--- config.mk ---
export PLATFORM = sky130hd
export DESIGN_NAME = tt_input_conditioner
export DESIGN_NICKNAME = d
export VERILOG_FILES = /design/src/rtl/tt_input_conditioner.sv
export SDC_FILE = /design/constraint.sdc
export NUM_CORES = 1
export LEC_CHECK = 0
export CAP_MARGIN = 5
export CORE_UTILIZATION = 40
export DETAILED_ROUTE_END_ITERATION = 7
export PLACE_DENSITY = 0.6
export SYNTH_ARGS = -nofsm -noshare
export SYNTH_HDL_FRONTEND = slang
export SYNTH_SLANG_ARGS = --single-unit
--- constraint.sdc ---
create_clock -name clk -period 1.7 [get_ports clk]
set_input_delay 0.34 -clock clk [delete_from_list [all_inputs] [get_ports clk]]
set_output_delay 0.34 -clock clk [all_outputs]
set_load 0.1 [all_outputs]
--- src/rtl/tt_input_conditioner.sv ---
`default_nettype none
// ============================================================================
// Module   : tt_input_conditioner
// Purpose  : Per-bit input conditioner for raw Tiny Tapeout pad inputs.
//            Each bit passes through a two-flop synchroniser and then a
//            saturating debounce counter. The block produces a clean level
//            and, optionally, one-cycle rising/falling edge pulses.
// Ports    : clk   - single clock, rising edge
//            rst   - synchronous reset, active high, has priority over ena
//            ena   - debounce enable; when low, counters and levels freeze
//            din   - raw asynchronous input bits [WIDTH]
//            dout  - debounced level per bit [WIDTH]
//            rise  - one-cycle pulse on a dout 0->1 transition [WIDTH]
//            fall  - one-cycle pulse on a dout 1->0 transition [WIDTH]
//            busy  - high while any debounce counter is non-zero
// Config   : TT_INPUT_COND_EDGE_EN - when defined, rise/fall pulses are
//            generated; when undefined they are tied to 0 and no pulse
//            flops exist.
// Revision : 1.0 - initial release
// ============================================================================
module tt_input_conditioner #(
    parameter int WIDTH           = 8,
    parameter int DEBOUNCE_CYCLES = 16
) (
    input  logic             clk,
    input  logic             rst,
    input  logic             ena,
    input  logic [WIDTH-1:0] din,
    output logic [WIDTH-1:0] dout,
    output logic [WIDTH-1:0] rise,
    output logic [WIDTH-1:0] fall,
    output logic             busy
);

    localparam int             c_cnt_w   = $clog2(DEBOUNCE_CYCLES);
    localparam logic [c_cnt_w-1:0] c_cnt_max = c_cnt_w'(DEBOUNCE_CYCLES - 1);

    logic [WIDTH-1:0]   r_s1;
    logic [WIDTH-1:0]   r_s2;
    logic [WIDTH-1:0]   r_dout;
    logic               r_busy;
    logic [c_cnt_w-1:0] r_cnt     [WIDTH];

    logic [c_cnt_w-1:0] w_cnt_nxt [WIDTH];
    logic [WIDTH-1:0]   w_flip;
    logic [WIDTH-1:0]   w_cnt_nz;

    // Per-bit debounce next-state. A flip happens on the edge where the
    // mismatch has already been seen DEBOUNCE_CYCLES-1 times, so the counter
    // clears on that same edge and can never wrap.
    genvar gi;
    generate
        for (gi = 0; gi < WIDTH; gi++) begin : g_bit
            logic w_mismatch;

            assign w_mismatch    = r_s2[gi] ^ r_dout[gi];
            assign w_flip[gi]    = ena & w_mismatch & (r_cnt[gi] == c_cnt_max);
            assign w_cnt_nxt[gi] = !ena                      ? r_cnt[gi] :
                                   (!w_mismatch || w_flip[gi]) ? '0 :
                                   r_cnt[gi] + 1'b1;
            assign w_cnt_nz[gi]  = |w_cnt_nxt[gi];
        end
    endgenerate

    // The synchroniser runs regardless of ena; only the debounce state
    // freezes when ena is low.
    always_ff @(posedge clk) begin
        if (rst) begin
            r_s1   <= '0;
            r_s2   <= '0;
            r_dout <= '0;
            r_busy <= 1'b0;
            for (int i = 0; i < WIDTH; i++) begin
                r_cnt[i] <= '0;
            end
        end else begin
            r_s1   <= din;
            r_s2   <= r_s1;
            // A flip always moves dout toward s2, so toggling is equivalent.
            r_dout <= r_dout ^ w_flip;
            r_busy <= |w_cnt_nz;
            for (int i = 0; i < WIDTH; i++) begin
                r_cnt[i] <= w_cnt_nxt[i];
            end
        end
    end

    assign dout = r_dout;
    assign busy = r_busy;

`ifdef TT_INPUT_COND_EDGE_EN
    logic [WIDTH-1:0] r_rise;
    logic [WIDTH-1:0] r_fall;

    // w_flip already carries ena, so pulses drop to 0 while ena is low.
    always_ff @(posedge clk) begin
        if (rst) begin
            r_rise <= '0;
            r_fall <= '0;
        end else begin
            r_rise <= w_flip & r_s2;
            r_fall <= w_flip & ~r_s2;
        end
    end

    assign rise = r_rise;
    assign fall = r_fall;
`else
    assign rise = '0;
    assign fall = '0;
`endif

endmodule
`default_nettype wire
==> run metrics <==
status=finished clean; Final period util=a little over nine tenths; CTS Sinks=57; number of global-route vias before repair=between 2000 and 2500; Chip Width=approximately 87 microns; critical path peak fanout=4; FF/Latch Area=~0.0012 sq mm; largest net degree at the start of global routing=just over 40; Leakage Power=0.001481 uW; multi-input logic area=approximately 0.0016 sq mm; Die ar.=0.007531 sq mm; Hold Fails Final Rpt=0; via count=around 2500; gr ovfl total=0; Core ar.=around 0.0069 sq mm; final number of setup-violating endpoints=0; synth unique cells=between 40 and 50; number of flops mapped to enable cells by yosys=0; CP cell instances=nand2_1 > xnor2_1 > o311ai_4 > o2111ai_1 > nor4b_2 > a31oi_1; initial DRC count=95; simple-gate share of the synthesized area=roughly a quarter; DP Cell Count=roughly 480; CTS tree=done; Period minus WS final=between 1.5 and 2 ns; max_cap viols=0; total track usage=around 18%; Top FF cell, synth=dfxtp_1; vias per cell=roughly 5; DP HPWL=between 4000 and 5000 microns; area share of fa/ha/maj cells after synthesis=between 3 and 4%; PwrDens=a little under 800 mW/mm^2; Hold Path Class=in2reg; Avg WL per Cell=12.44 microns; Synth top area share=39.69%; Final Skew=0.005224 ns; CP Capture Type=register; IO buf count=19; Post-synth top cells=57 x dfxtp_1, 38 x nor2_1, 32 x a21oi_1; CP bufs+invs=0; critical path's top delay family=compound AO/OA/AOI/OAI gates; layout overhead on the synthesized area=30.07%; RSZ-0062 raised after global routing=false; diode count=0; Worst path max stage delay=just under 0.4 ns; first-pass GRT wire length=10310 microns; register area share after synthesis=about two fifths; Clk Latency, worst-skew pair=between 0.3 and 0.4 ns; final WL=between 6000 and 7000 microns; Req. time, crit path=~1.9 ns; Routed Antenna Nets=0; Max IR drop VDD=456.9 uV; Mean Syn Cell Area=8.457 sq um; Placer Congestion=approximately 0.85; CP startpoint kind=register; Max Clk Rate=roughly 0.62 GHz; clock slew at reported path FFs=about 0.06 ns; main combinational cell family by area after synthesis=simple AND/OR/NAND/NOR gates; chip height=~87 microns; Synth Cell Area=about 0.0029 sq mm; number of synthesized register bits=57; Clock Path Buffers=2; mux share of post-synthesis cell area=between 4 and 5%; H-tree depth=3; Worst path slowest cell=dfxtp_1; XOR/XNOR Fraction of Synth Area=under 10%; antenna violations before repair=0; Slew Viols, Final=0; synthesized instance count=340; CTS Buf Count=9; I/O pins=36; Post-synth ARST share=0%; largest area contributor in the netlist=dfxtp_1; arrival time at the worst endpoint=approximately 1.8 ns; Initial Utilization=a little over two fifths; clock root buffer=clkbuf_8; Ys Warns=0; compound-gate portion of the synthesized area=about 14%; Area after DPL=between 0.003 and 0.004 sq mm; nets@finish=418; DRC viols=0; post-layout instance area=0.003740 sq mm; Rows=30; number of fill cells in the layout=640; share of cells above drive strength 1=between 20 and 25%; critical path class=reg2reg; most frequent cell after synthesis=dfxtp_1; first drt pass iteration count=4; final std cells w/o fill=500; largest cells by area after synthesis=dfxtp_1 40%, a21oi_1 5.6%, nor2_1 5.0%
layer usage:
| metal | vias to the layer above | part of all wire [%] | global-route usage (%) | wire [microns] |
|---|---|---|---|---|
| met5 | - | 0 | 0 | 0 |
| met4 | 0 | 2.6 | 12.12 | 159 |
| met3 | 13 | 3.5 | 3.714 | 219 |
| met2 | 64 | 45 | 26.84 | 2793 |
| met1 | 1153 | 49 | 22.83 | 3049 |
| li1 | 1281 | - | - | - |
cells in the final DEF (no fill, tap or decap), types with 5 or more instances in the layout:
cell type | synthesis | routed
a31oi_1 | 6 | 6
conb_1 | 1 | 16
dfxtp_2 | 0 | 10
clkdlybuf4s50_1 | 0 | 8
nor2b_1 | 21 | 20
a21oi_1 | 32 | 32
mux2i_1 | 12 | 12
nand4_1 | 14 | 14
buf_4 | 16 | 45
inv_1 | 9 | 9
nor3_1 | 6 | 6
nand3_1 | 9 | 9
nor2_1 | 38 | 38
nand2b_1 | 5 | 5
o21ai_0 | 10 | 10
xor2_1 | 8 | 8
clkbuf_8 | 0 | 12
buf_12 | 0 | 10
nand2_1 | 26 | 26
nor4_1 | 8 | 7
dfxtp_1 | 57 | 45
per-stage QoR:
stage	setup slack (ns)	setup TNS, ns	util (%)	total power, uW	hold WS [ns]
4_1_cts	0.008558	0	53.73	2952	0.3679
5_1_grt	0.01176	0	54.44	3045	0.3752
3_5_place_dp	-0.4497	-4.012	50.93	1797	0.4237
3_3_place_gp	-0.3932	-3.154	50.93	1793	0.4177
2_1_floorplan	0.006714	0	-	1728	0.4138
6_report	0.09287	0	54.44	2918	0.3773
power by group:
group / leakage [uW] / total, uW / switching (uW) / internal (uW)
registers: 0.000470 / 1370 / 13.9 / 1360
logic: 0.000911 / 400 / 284 / 117
clock network: 0.0000992 / 1150 / 505 / 641
total: 0.00148 / 2920 / 802 / 2120
flip-flops by register name, indices dropped and copies added, names as in the netlist:
register  count
r_cnt        32
r_s2          8
r_s1          8
busy          1
dout          8
worst register-to-register path: cells and delay by family (launching register included):
family	cells	cell delay (ns)
xor+xnor	1	0.16
flops	1	0.39
simple gates	2	0.40
compound gates	3	0.54
final cells by class:
type | instances | area share (%)
Timing Repair Buffer | 65 | 16.90
Tap cell | 96 | 3.212
Sequential cell | 57 | 31.05
Multi-Input combinational cell | 256 | 42.92
Clock inverter | 3 | 0.4015
Inverter | 10 | 1.004
Clock buffer | 13 | 4.517
logic make-up (layout without fill, tap and decap cells):
kind of cell,after synthesis,in the layout
multiplexers,12,12
flip-flops,57,57
AO/OA/AOI/OAI,65,65
buffers and inverters,42,91
AND/OR/NAND/NOR,141,141
other,1,16
adder cells (fa/ha/maj),8,8
XOR/XNOR,14,14
what timing repair did:
item / in CTS / in global routing
resized for setup: 2 / 13
hold buffers: 0 / 0
setup buffers: 0 / 0
setup endpoints to repair: 1 / 2
gates cloned: 0 / 0
path summary, 6_finish.rpt:
check / endpoint / slack, ns / start / cells after the start
setup / recovery: busy / 0.09 / r_cnt[1][14] / 6
hold / removal: dout[1] / 0.38 / rst / 2
setup reg to reg: busy / 0.09 / r_cnt[1][14] / 6
hold reg to reg: r_s2[2] / 0.44 / r_s1[2] / 1
Note: power is estimated with default switching activity, not from simulation.
==> variant 1: new RTL, same flow settings <==
The output `busy` loses its register stage (`r_busy` becomes a continuous assignment).
--- a/src/rtl/tt_input_conditioner.sv
+++ b/src/rtl/tt_input_conditioner.sv
@@ -71,3 +71,2 @@
             r_dout <= '0;
-            r_busy <= 1'b0;
             for (int i = 0; i < WIDTH; i++) begin
@@ -80,3 +79,2 @@
             r_dout <= r_dout ^ w_flip;
-            r_busy <= |w_cnt_nz;
             for (int i = 0; i < WIDTH; i++) begin
@@ -86,2 +84,4 @@
     end
+
+    assign r_busy = |w_cnt_nz;
 
Check against the original RTL: not equivalent (Yosys sat finds a counterexample within 4 cycles, from zero or initial values and one cycle with rst high).
==> variant 1 against the original RTL <==
  * The run now ends with negative setup slack left
  * Clock skew up 2.5 ps
  * Routed wire length increased by 11%
  * Cell area increased by 7.5%
  * Sequential cell count shrank 1
  * Critical path type is now reg2out
  * Combinational power is 6.5% higher
  * First-iteration DRC count decreased by 9.5%
  * Total power shrank 14%
  * Setup slack worse by 1100 ps
  * Synthesized area shrank 1.3%
==> variant 1: results (changes against the original RTL) <==
The slack of the critical path came out at -977 ps (was 92.9 ps). The launch point of the worst path is r_cnt[0][12] (was r_cnt[1][14]). The compound-gate portion of the synthesized area is 0.174 (was 0.137). The DRC marker count from the first detailed-route iteration came out at 86 (was 95). Result of the run: finished with violations (was complete, no violations).

The via-per-instance ratio came out at 5.03 (was 5.02). The leakage component of the power came out at 1.75 nW (was 1.48 nW). The post-synthesis mux area share was 0.0353 (was 0.0418). The setup skew after layout was 7.71 ps (was 5.22 ps). The capturing instance or port of the critical path is busy (unchanged). The number of setup violations in the final report came out at 1 (was 0). The total global routing track utilization is 0.192 (was 0.178). The floorplan core area came to 6830 sq um (was 6870 sq um). The TritonCTS buffer count came out at 5 (was 9). The worst ir drop on vdd is 0.408 mV (was 0.457 mV). The clock edge transition at the registers on the reported setup and hold paths came out at 100 ps (was 60 ps).

The xor and xnor fraction of the mapped netlist area came out at 0.0428 (was 0.0479). Commonest cells in the netlist: 56 x dfxtp_1, 30 x nor2_1, 28 x a21oi_1 (was 57 x dfxtp_1, 38 x nor2_1, 32 x a21oi_1). The final reports fail on negative setup slack. The number of H-tree levels was 2 (was 3). The setup slack of the worst register-to-register path is 170 ps (was 90 ps). Top cells by area in the synthesized netlist: dfxtp_1 40%, a21oi_1 4.9%, buf_4 4.2% (was dfxtp_1 40%, a21oi_1 5.6%, nor2_1 5.0%).

The type of the worst setup path is reg2out (was reg2reg). The biggest fanout along the worst timing path was 3 (was 4). The fraction of layout instances using a drive strength above 1 is 0.309 (was 0.248). The wire length of the first global-routing pass is 11300 um (was 10300 um). The final estimated routing congestion in global placement came out at 0.932 (was 0.846). The arrival time at the worst endpoint came out at 2340 ps (was 1820 ps). The endpoint of the worst-slack reg-to-reg timing path is r_cnt[0][15] (was busy).
variant 1: worst min path at each step:
stage               slack, ps  cells after the start          end  startpoint
CTS                       390                      2  r_cnt[1][8]         rst
floorplan                 410                      1      r_s2[0]     r_s1[0]
global placement          420                      1      r_s2[6]     r_s1[6]
global route              410                      2  r_cnt[0][8]         rst
detailed placement        430                      1      r_s2[3]     r_s1[3]
finish                    390                      2  r_cnt[1][8]         rst
variant 1: critical path, stage by stage, from the launching register on:
cell and delay (ps):
dfxtp_4 370, ha_4 170, nor2b_4 120, a221o_1 350, a221o_1 370, nor4_2 210
nand4_1 210, buf_12 230
variant 1: final cells by class:
cell class                 instances  area [sq um]  share of cell area
multi-input combinational        253          1620               0.402
sequential                        56          1150               0.286
timing repair buffer             116          1010               0.250
tap                               96           120              0.0299
clock buffer                       8          90.1              0.0224
inverter                          10          37.5             0.00933
variant 1: cells by family (layout without fill, tap and decap cells):
family / Yosys count / after routing
AND/OR/NAND/NOR: 129 / 129
AO/OA/AOI/OAI: 77 / 77
flip-flops: 56 / 56
buffers and inverters: 42 / 134
XOR/XNOR: 13 / 13
multiplexers: 10 / 10
adder cells (fa/ha/maj): 8 / 8
other: 1 / 16
variant 1: per-stage QoR:
| step | cells | setup slack (ps) | area, sq um | hold WS, ps |
|---|---|---|---|---|
| 3_3_place_gp | 529 | -983 | 3850 | 416 |
| 4_1_cts | 537 | -947 | 3940 | 387 |
| 6_report | 539 | -977 | 4020 | 389 |
| 3_5_place_dp | 529 | -1020 | 3850 | 428 |
| 5_1_grt | 539 | -1070 | 4020 | 411 |
| 2_1_floorplan | 351 | -1100 | 2920 | 414 |
variant 1: report_power, final:
group	switching (mW)	internal (mW)
clock network	0.420	0.334
logic	0.297	0.129
registers	0.0129	1.32
variant 1: what timing repair did:
action / CTS / global route
endpoints found under the setup margin: 2 / 1
hold buffers: 0 / 0
pin swaps: 1 / 6
setup buffers: 0 / 2
gates resized for setup: 3 / 13
variant 1: metal layers:
layer  wire length, um  share of wire  track usage  up-vias
met5                 0              0            0        -
met4               131          0.019       0.0758        0
met3               333          0.048       0.0400       14
met2              3220           0.47        0.333       60
met1              3210           0.47        0.233     1255
li1                  -              -            -     1384
==> variant 2: new RTL, same flow settings <==
Without the edit above. Add a define of `TT_INPUT_COND_EDGE_EN`.
--- a/src/rtl/tt_input_conditioner.sv
+++ b/src/rtl/tt_input_conditioner.sv
@@ -20,2 +20,4 @@
 // ============================================================================
+`define TT_INPUT_COND_EDGE_EN
+
 module tt_input_conditioner #(
Check against the original RTL: no difference found for any inputs over 10 cycles, from zero or initial values and one cycle with rst high; that may be too few to reach the edited logic, so the function may still have changed.
==> variant 2 against the original RTL <==
  * The flow now finishes with violations (negative setup slack)
  * Cell area increased by 22%
  * Via count increased by 16%
  * Setup slack got worse by 150 ps
  * Routed wire length increased by 20%
  * Core utilization increased by 3.9 points
  * Sequential power increased by 28%
  * Total power increased by 27%
  * Count of clock-buffer cells in the layout decreased by 1
  * Die area increased by 13%
  * Sequential cell count increased by 16
  * Synthesized area increased by 14%
  * Critical path type unchanged
  * Highest routed layer unchanged
==> variant 2: results (changes against the original RTL) <==
The largest net degree at the start of global routing is 27 (was 41). The clock edge transition at the registers on the reported setup and hold paths came out at roughly 70 ps. The half-perimeter wire length after detailed placement is 5350 um (was 4380 um). The setup skew after layout is 10.3 ps (was 5.22 ps).

The wire length after detailed routing came out at 7460 um (was 6220 um). The number of setup violations in the final report came to 1 (was 0). Measured against its own limit, the worst slew margin works out to 0.749. The biggest fanout along the worst timing path is 2 (was 4). The number of post-CTS setup repair buffers came out at 0 (unchanged). The arrival time at the worst endpoint came to 1970 ps (was 1820 ps).

The net count reported at finish came out at 467 (was 418). The worst ir drop on vdd came to 0.583 mV (was 0.457 mV). The number of H-tree levels came out at 3 (unchanged). The fraction of layout instances using a drive strength above 1 was 0.243 (was 0.248).

The filler cell count in the final layout is 712 (was 640). The count of different cell masters after synthesis was 48 (was 45). The number of inserted diodes was 0 (unchanged). The via total after detailed routing is 2925 (was 2511).

The total negative setup slack came out at -55.0 ps (was 0 ps). The final estimated routing congestion in global placement came out at 0.872 (was 0.846). The maximum cell stage delay along the critical path is 540 ps (was 390 ps). The worst setup timing slack at the placement stage is -79.8 ps (was -450 ps). The first-pass iteration count of the detailed router came out at 4 (unchanged). Result of the run: finished with violations (was complete, no violations). The DRC marker count from the first detailed-route iteration came out at 112 (was 95). The count of cells along the worst register-to-register path came to 6 (unchanged).

The sequential fraction of the synthesis area came to 0.447 (was 0.397). The worst hold path class is in2reg (unchanged). Commonest cells in the netlist: 73 x dfxtp_1, 48 x nand2_1, 31 x a21oi_1 (was 57 x dfxtp_1, 38 x nor2_1, 32 x a21oi_1). The TritonCTS buffer count was 9 (unchanged). The number of buffers on the longest clock path is 2 (unchanged).

The switching part of the total came out at 0.213 (was 0.275). The slack of the critical path came out at -55.0 ps (was 92.9 ps). The cell depth of the worst min-delay path was 2 (unchanged). The number of antenna violations at the first check in global routing came to 0 (unchanged). The total global routing track utilization was 0.183 (was 0.178). The synthesized netlist net count came out at around 400. The number of flip-flops in the largest register came to 32 (unchanged). The number of warning messages in the yosys log came out at 0 (unchanged). The wire length of the first global-routing pass was 12400 um (was 10300 um).

The slowest library cell on the worst path is or4_4 (was dfxtp_1). The fraction of registers with async set/reset came out at 0 (unchanged). The clock insertion delay at the later pin of the skew report came out at around 340 ps.

The final reports fail on negative setup slack. The number of input and output port buffers inserted is 35 (was 19). The number of global-route vias before repair is 2747 (was 2263). Top cells by area in the synthesized netlist: dfxtp_1 45%, nand2_1 5.5%, a21oi_1 4.7% (was dfxtp_1 40%, a21oi_1 5.6%, nor2_1 5.0%). The leakage component of the power is 1.77 nW (was 1.48 nW).
-- variant 2: cell types whose count changed after synthesis, moves of 6 or more --
cell	change
nand2_1	+22
buf_4	-16
dfxtp_1	+16
nor3b_1	+13
nand3_1	+12
nor2_1	-9
mux2i_1	-6
-- variant 2: critical path: cells and delay by family (launching register included) --
kind | cells | cell delay, ps
simple gates | 4 | 1120
compound gates | 2 | 190
flops | 1 | 320
-- variant 2: timing repair --
action / 4_1_cts / 5_1_grt
gates resized for setup: 1 / 15
setup endpoints to repair: 1 / 2
pin swaps: 5 / 4
-- variant 2: routing by layer --
metal	track usage	wire, um
met1	0.234	3530
met4	0.0755	116
met5	0	0
met3	0.0419	309
met2	0.296	3510
-- variant 2: worst paths after layout --
check             slack [ps]      end         from
hold / removal           280  dout[2]          rst
setup reg to reg         -60     busy  r_cnt[0][9]
setup / recovery         -60     busy  r_cnt[0][9]
hold reg to reg          440  r_s2[1]      r_s1[1]
-- variant 2: per-stage QoR --
stage | power, mW | hold WS [ps] | instances | instance area [sq um]
2_1_floorplan | 1.95 | 414 | 376 | 3280
3_3_place_gp | 2.05 | 420 | 539 | 4230
3_5_place_dp | 2.05 | 421 | 539 | 4230
4_1_cts | 3.73 | 270 | 555 | 4490
5_1_grt | 3.85 | 263 | 555 | 4550
6_report | 3.70 | 275 | 555 | 4550
-- variant 2: logic make-up after synthesis --
logic type | after synthesis | share of synthesized area
AOI/OAI and AO/OA | 66 | 0.120
DFF | 73 | 0.447
muxes | 6 | 0.0184
xor gates and xnor gates | 16 | 0.0452
and+or+nand+nor | 185 | 0.302
buffers and inverters | 22 | 0.0364
adders and majority gates | 8 | 0.0306
-- variant 2: power groups by stage --
stage	clock network, mW	logic [mW]	registers, mW
3_5_place_dp	0	0.259	1.79
2_1_floorplan	0	0.140	1.81
5_1_grt	1.81	0.291	1.76
6_report	1.68	0.267	1.75
3_3_place_gp	0	0.255	1.79
4_1_cts	1.72	0.260	1.75
-- variant 2: cell type report --
type	count	share of cell area
multi-input cells	281	0.384
flip-flops and latches	73	0.325
repair buffers	77	0.202
clock buffers	12	0.0341
well taps	102	0.0280
clock inverters	4	0.0217
inverters	6	0.00522
